File: src/rtl/mem_port_arbiter.sv
`default_nettype none
// ============================================================================
//  Module      : mem_port_arbiter
//  Description : Shares one Rd/Wr + Done memory port between the instruction
//                fetch requester (I, read-only) and the data requester (D,
//                read/write). One access is in flight at a time. D has
//                priority, but after STARVE_MAX consecutive D grants with I
//                waiting, I is served next.
//  Ports       : clk, rst (async, active-low)
//                I side : i_req, i_addr, i_flush -> i_done, i_rdata, i_err, i_stall
//                D side : d_req, d_wr, d_addr, d_wdata -> d_done, d_rdata, d_err, d_stall
//                Memory : mem_rd, mem_wr, mem_addr, mem_wdata <- mem_dout, mem_done, mem_err
//  Revision    : 1.0  initial release
// ============================================================================
module mem_port_arbiter #(
    parameter int ADDR_W     = 16,
    parameter int DATA_W     = 16,
    parameter int STARVE_MAX = 4
) (
    input  logic              clk,
    input  logic              rst,
    // instruction requester
    input  logic              i_req,
    input  logic [ADDR_W-1:0] i_addr,
    input  logic              i_flush,
    output logic              i_done,
    output logic [DATA_W-1:0] i_rdata,
    output logic              i_err,
    output logic              i_stall,
    // data requester
    input  logic              d_req,
    input  logic              d_wr,
    input  logic [ADDR_W-1:0] d_addr,
    input  logic [DATA_W-1:0] d_wdata,
    output logic              d_done,
    output logic [DATA_W-1:0] d_rdata,
    output logic              d_err,
    output logic              d_stall,
    // memory port
    output logic              mem_rd,
    output logic              mem_wr,
    output logic [ADDR_W-1:0] mem_addr,
    output logic [DATA_W-1:0] mem_wdata,
    input  logic [DATA_W-1:0] mem_dout,
    input  logic              mem_done,
    input  logic              mem_err
);

    localparam int c_STARVE_W = $clog2(STARVE_MAX + 1);
    localparam logic [c_STARVE_W-1:0] c_STARVE_MAX = c_STARVE_W'(STARVE_MAX);

    typedef enum logic [1:0] {
        ST_IDLE   = 2'd0,
        ST_BUSY_I = 2'd1,
        ST_BUSY_D = 2'd2
    } state_t;

    state_t                  r_state,     w_state_nxt;
    logic [c_STARVE_W-1:0]   r_starve,    w_starve_nxt;
    logic                    r_flush,     w_flush_nxt;
    logic                    r_mem_rd,    w_mem_rd_nxt;
    logic                    r_mem_wr,    w_mem_wr_nxt;
    logic [ADDR_W-1:0]       r_mem_addr,  w_mem_addr_nxt;
    logic [DATA_W-1:0]       r_mem_wdata, w_mem_wdata_nxt;
    logic                    r_i_done,    w_i_done_nxt;
    logic [DATA_W-1:0]       r_i_rdata,   w_i_rdata_nxt;
    logic                    r_i_err,     w_i_err_nxt;
    logic                    r_d_done,    w_d_done_nxt;
    logic [DATA_W-1:0]       r_d_rdata,   w_d_rdata_nxt;
    logic                    r_d_err,     w_d_err_nxt;

    logic                    w_grant_d;
    logic                    w_grant_i;

    // D wins unless I has already been passed over STARVE_MAX times.
    assign w_grant_d = d_req && ((r_starve < c_STARVE_MAX) || !i_req);
    assign w_grant_i = !w_grant_d && i_req && !i_flush;

    always_ff @(posedge clk or negedge rst) begin
        if (!rst) begin
            r_state     <= ST_IDLE;
            r_starve    <= '0;
            r_flush     <= 1'b0;
            r_mem_rd    <= 1'b0;
            r_mem_wr    <= 1'b0;
            r_mem_addr  <= '0;
            r_mem_wdata <= '0;
            r_i_done    <= 1'b0;
            r_i_rdata   <= '0;
            r_i_err     <= 1'b0;
            r_d_done    <= 1'b0;
            r_d_rdata   <= '0;
            r_d_err     <= 1'b0;
        end else begin
            r_state     <= w_state_nxt;
            r_starve    <= w_starve_nxt;
            r_flush     <= w_flush_nxt;
            r_mem_rd    <= w_mem_rd_nxt;
            r_mem_wr    <= w_mem_wr_nxt;
            r_mem_addr  <= w_mem_addr_nxt;
            r_mem_wdata <= w_mem_wdata_nxt;
            r_i_done    <= w_i_done_nxt;
            r_i_rdata   <= w_i_rdata_nxt;
            r_i_err     <= w_i_err_nxt;
            r_d_done    <= w_d_done_nxt;
            r_d_rdata   <= w_d_rdata_nxt;
            r_d_err     <= w_d_err_nxt;
        end
    end

    always_comb begin
        w_state_nxt     = r_state;
        w_starve_nxt    = r_starve;
        w_flush_nxt     = r_flush;
        w_mem_rd_nxt    = r_mem_rd;
        w_mem_wr_nxt    = r_mem_wr;
        w_mem_addr_nxt  = r_mem_addr;
        w_mem_wdata_nxt = r_mem_wdata;
        w_i_done_nxt    = 1'b0;
        w_i_rdata_nxt   = r_i_rdata;
        w_i_err_nxt     = r_i_err;
        w_d_done_nxt    = 1'b0;
        w_d_rdata_nxt   = r_d_rdata;
        w_d_err_nxt     = r_d_err;

        case (r_state)
            ST_IDLE: begin
                w_flush_nxt  = 1'b0;
                w_mem_rd_nxt = 1'b0;
                w_mem_wr_nxt = 1'b0;
                if (!i_req) begin
                    w_starve_nxt = '0;
                end
                if (w_grant_d) begin
                    w_state_nxt     = ST_BUSY_D;
                    w_mem_addr_nxt  = d_addr;
                    w_mem_wdata_nxt = d_wdata;
                    w_mem_rd_nxt    = !d_wr;
                    w_mem_wr_nxt    = d_wr;
                    // Only grants that bypass a waiting I count toward starvation.
                    if (i_req && (r_starve < c_STARVE_MAX)) begin
                        w_starve_nxt = r_starve + c_STARVE_W'(1);
                    end
                end else if (w_grant_i) begin
                    w_state_nxt     = ST_BUSY_I;
                    w_mem_addr_nxt  = i_addr;
                    w_mem_wdata_nxt = '0;
                    w_mem_rd_nxt    = 1'b1;
                    w_mem_wr_nxt    = 1'b0;
                    w_starve_nxt    = '0;
                end
            end

            ST_BUSY_I: begin
                if (i_flush) begin
                    w_flush_nxt = 1'b1;
                end
                // A flushed fetch still runs to completion on the memory side;
                // only its result is discarded (a flush on the final cycle counts too).
                if (mem_done) begin
                    w_state_nxt  = ST_IDLE;
                    w_mem_rd_nxt = 1'b0;
                    w_mem_wr_nxt = 1'b0;
                    w_flush_nxt  = 1'b0;
                    if (!(r_flush || i_flush)) begin
                        w_i_done_nxt  = 1'b1;
                        w_i_rdata_nxt = mem_dout;
                        w_i_err_nxt   = mem_err;
                    end
                end
            end

            ST_BUSY_D: begin
                if (mem_done) begin
                    w_state_nxt  = ST_IDLE;
                    w_mem_rd_nxt = 1'b0;
                    w_mem_wr_nxt = 1'b0;
                    w_d_done_nxt = 1'b1;
                    w_d_err_nxt  = mem_err;
                    if (!r_mem_wr) begin
                        w_d_rdata_nxt = mem_dout;
                    end
                end
            end

            default: begin
                w_state_nxt  = ST_IDLE;
                w_mem_rd_nxt = 1'b0;
                w_mem_wr_nxt = 1'b0;
            end
        endcase
    end

    assign mem_rd    = r_mem_rd;
    assign mem_wr    = r_mem_wr;
    assign mem_addr  = r_mem_addr;
    assign mem_wdata = r_mem_wdata;
    assign i_done    = r_i_done;
    assign i_rdata   = r_i_rdata;
    assign i_err     = r_i_err;
    assign d_done    = r_d_done;
    assign d_rdata   = r_d_rdata;
    assign d_err     = r_d_err;
    assign i_stall   = i_req & ~r_i_done;
    assign d_stall   = d_req & ~r_d_done;

endmodule
`default_nettype wire

File: config.mk
export PLATFORM = sky130hd
export DESIGN_NAME = mem_port_arbiter
export DESIGN_NICKNAME = d
export VERILOG_FILES = /design/src/rtl/mem_port_arbiter.sv
export SDC_FILE = /design/constraint.sdc
export NUM_CORES = 1
export LEC_CHECK = 0
export ABC_AREA = 1
export CAP_MARGIN = 15
export CORE_MARGIN = 1
export CORE_UTILIZATION = 42
export CTS_CLUSTER_SIZE = 30
export DETAILED_ROUTE_END_ITERATION = 8
export PLACE_DENSITY = 0.8
export SLEW_MARGIN = 20
export SYNTH_ARGS = -nofsm -noshare
export SYNTH_HDL_FRONTEND = slang
export SYNTH_SLANG_ARGS = --single-unit
File: constraint.sdc
create_clock -name clk -period 1.86 [get_ports clk]
set_input_delay 0.372 -clock clk [delete_from_list [all_inputs] [get_ports clk]]
set_output_delay 0.372 -clock clk [all_outputs]
set_load 0.03 [all_outputs]
==> impl_results.md <==
* Outcome: finished, final reports clean
* Worst vdd ir at approximately 0.96 mV
* Number of max-slew violations in the final report at 0
* Clk_lat worst skew at 0.33 ns
* HPWL Detailed at 6280 um
* Non-Filler Cell Area, Final at 5080 um^2
* Via count of the first global-routing pass at 2,847
* Nets at 607
* Effective utilization at floorplan at 0.440
* Total buffers and inverters traversed by the critical path at 1
* Family of cells with the greatest summed delay on the critical path: buffers and inverters
* Final wirelength at around 8600 um
* Sw frac at 0.409
* Category of the critical setup timing path: flop to output pin
* CTS-repair resized insts at 0
* Type of the tightest min-delay check: flop to flop
* Row count at 31
* Detailed-route DRC error count at 0
* Post-synthesis register bit count at 76
* Met1 Wirelength at 3630 um
* First-pass GRT wire length at 12,800 um
* Synth-to-layout area growth at 57.4%
* Required time of the worst setup path at 1.49 ns
* Final Util at 0.693
* GRT Util Overall at 0.212
* Synth Instances at approximately 380
* Clock root buffer master: sky130_fd_sc_hd__clkbuf_8
* Arrival time at the worst endpoint at 1.42 ns
* Worst-case clock buffer depth at 2
* Net switching component of the power at between 3000 and 4000 uW
* Final count of negative-setup-slack endpoints at 0
* Beginning of the critical path: d_rdata[8]
* Setup repair after global routing missed its margin: no
* Worst r2r src: r_state[1]
* Antenna Cells at 0
* Fraction of power consumed by the clock network at 0.187
* Number of vias after detailed routing at 2,960
* Post-CTS Setup Inserts at 0
* Met3 wire length at 1030 um
* Dpl cell area at 4800 um^2
* Sequential cell area fraction in the yosys report at 0.589
* Most common cell after layout, fill and taps aside: sky130_fd_sc_hd__nand2_1
* Width of the chip at 89.7 um
* Post-Route Setup TNS at 0 ns
* Topmost layer with routed signal wires: met4
* Remaining antenna violation count at 0
* Fraction of post-synthesis cell area in the top cell type by area at 0.589
* Tightest slew margin relative to the limit at 0.728
* Mapped Avg Cell Area at 8.43 um^2
* H-tree depth reported by CTS at 3
* Delay contributed by the slowest stage of the critical path at between 0.7 and 0.8 ns
* Synthesized Nets at between 400 and 500
* TritonCTS Buffers at 9
* Fraction of the cycle the final worst path needs at 0.962
* Initial detailed-routing violation count at 92
* Sequential fraction of design power at 0.316
* Wirelength per Cell at 13.5 um
* Min Tclk post-route at about 1.8 ns
* HP Start: mem_wdata[8]
* Count of input and output buffers at 143
* Max-capacitance violation count at 0
* Placer's final routability congestion estimate at approximately 0.74
* Fraction of final layout cells with drive strength greater than 1 at 0.0636
* Worst Tran Pin Value at 0.408 ns
* Area used by multi-input combinational logic at 1110 um^2
* Core box area at 7330 um^2
* Portion of total power attributed to combinational logic at 0.497
* TritonCTS clock tree: built
* Pin count of the biggest net entering global routing at 37
* DIE AREA at 8040 um^2
* Library cells used by synthesis at 22
* # clock sinks at 76
* Largest clock skew in the final design at approximately 0.008 ns
* Chip Height at 89.7 um
* Yosys Warn Count at 0
* Number of primary I/O pins at 144
* Startpoint type of the worst setup path: flop
* PD cells at 1750 nW/um^2
* Int Power at 5260 uW
* Critical-path cell with the highest stage delay: sky130_fd_sc_hd__clkdlybuf4s50_1
* Top cells by area, synth: sky130_fd_sc_hd__dfrtp_1 59%, sky130_fd_sc_hd__nand2_1 21%, sky130_fd_sc_hd__o21ai_0 5.7%
* Iteration count of the initial detailed-routing pass at 4
* Standby leakage power at 0.00255 uW
* Combined area of all synthesized cells at 3230 um^2
* Max Clk Rate at 559 MHz
* Dominant cell type by area after synthesis: sky130_fd_sc_hd__dfrtp_1
* Wire length on met2 at 3840 um
* Gr ovfl total at 0
* Sequential Area at 1900 um^2
* Critical path peak fanout at 2
* Fillcell total at 543
* Clock Pin Slew Worst Setup and Hold Paths at around 0.080 ns
* Critical Path Sink Type: output pin
* Commonest cells after routing, fill and taps aside: 180 x sky130_fd_sc_hd__nand2_1, 140 x sky130_fd_sc_hd__clkdlybuf4s50_1, 76 x sky130_fd_sc_hd__dfrtp_1
* Antenna violations before repair at 0
* Number of vias per cell at 4.67
* Final hold violation count at 0
* CP cell instances: clkdlybuf4s50_1
==> layer usage <==
metal | vias up | global-route usage
li1 | 1475 | -
met1 | 1347 | 0.246
met2 | 132 | 0.350
met3 | 6 | 0.0896
met4 | 0 | 0.0823
met5 | - | 0
==> synthesized netlist by cell type <==
cell / number
sky130_fd_sc_hd__nand2_4: 1
sky130_fd_sc_hd__o21ai_0: 37
sky130_fd_sc_hd__clkbuf_1: 4
sky130_fd_sc_hd__nand2_1: 180
sky130_fd_sc_hd__dfrtp_1: 76
sky130_fd_sc_hd__nor2_1: 8
sky130_fd_sc_hd__clkbuf_2: 1
sky130_fd_sc_hd__buf_2: 5
sky130_fd_sc_hd__nand2_2: 2
sky130_fd_sc_hd__a31oi_1: 1
sky130_fd_sc_hd__ha_1: 4
sky130_fd_sc_hd__nand4_1: 1
sky130_fd_sc_hd__inv_4: 1
sky130_fd_sc_hd__a21oi_1: 3
sky130_fd_sc_hd__nand3_1: 21
sky130_fd_sc_hd__inv_1: 27
sky130_fd_sc_hd__o21ai_2: 1
sky130_fd_sc_hd__buf_6: 1
sky130_fd_sc_hd__clkinv_1: 1
sky130_fd_sc_hd__inv_2: 2
sky130_fd_sc_hd__buf_4: 5
sky130_fd_sc_hd__o211ai_1: 1
==> layout make-up <==
cell class,instances,share of cell area
well taps,99,0.0244
clock inverters,4,0.0236
repair buffers,153,0.305
multi-input cells,260,0.219
clock buffers,11,0.0298
inverters,31,0.0234
flip-flops and latches,76,0.374
==> state kept, by name (all words and copies together), names as in the netlist <==
| name | flops |
|---|---|
| mem_rd | 1 |
| d_err | 1 |
| i_err | 1 |
| mem_wdata | 16 |
| r_state | 2 |
| d_done | 1 |
| r_flush | 1 |
| i_done | 1 |
| mem_addr | 16 |
| mem_wr | 1 |
| d_rdata | 16 |
| i_rdata | 16 |
| r_starve | 3 |
==> metrics by stage <==
stage	hold WS (ns)	setup WS [ns]	instances	power, uW
final	0.476	0.0716	634	8910
after global routing	0.509	0.0398	634	9440
after CTS	0.478	0.0615	634	8970
after detailed placement	0.333	0.0661	618	7270
after global placement	0.327	0.143	618	7150
after floorplan	0.0764	0.471	383	5300
==> cell families (layout without fill, tap and decap cells) <==
logic type,count (synthesis),after routing,synth area share
buffers and inverters,47,199,0.0659
adders and majority gates,4,4,0.0155
DFF,76,76,0.589
AOI/OAI and AO/OA,43,43,0.0690
and+or+nand+nor,213,213,0.260
==> tightest hold or removal path, cell delays in order (launching register included) <==
cell and delay, ns:
sky130_fd_sc_hd__dfrtp_1 0.35, sky130_fd_sc_hd__nand2_1 0.05, sky130_fd_sc_hd__nand2_1 0.04
==> worst paths after layout <==
| check | endpoint | slack, ns | depth (start not counted) |
|---|---|---|---|
| max | d_rdata[8] | 0.07 | 1 |
| min | mem_wdata[8] | 0.48 | 2 |
| max reg2reg | r_starve[0] | 0.28 | 7 |
| min reg2reg | mem_wdata[8] | 0.48 | 2 |
| max in group asynchronous | i_rdata[4] | 0.82 | 3 |
| min in group asynchronous | mem_wdata[7] | 0.51 | 2 |
==> timing repair <==
item | in CTS | in global routing
endpoints found under the hold margin | 28 | 0
hold buffers | 1 | 0
setup endpoints to repair | 0 | 0
==> power by group through the flow <==
stage                     clock [uW]  sequential, uW  combinational (uW)
after floorplan                    0            4140                1160
after global placement             0            2800                4340
after detailed placement           0            2830                4440
after CTS                       1690            2810                4460
after global routing            1770            2890                4780
final                           1670            2810                4430
(Power assumes the default switching activity.)
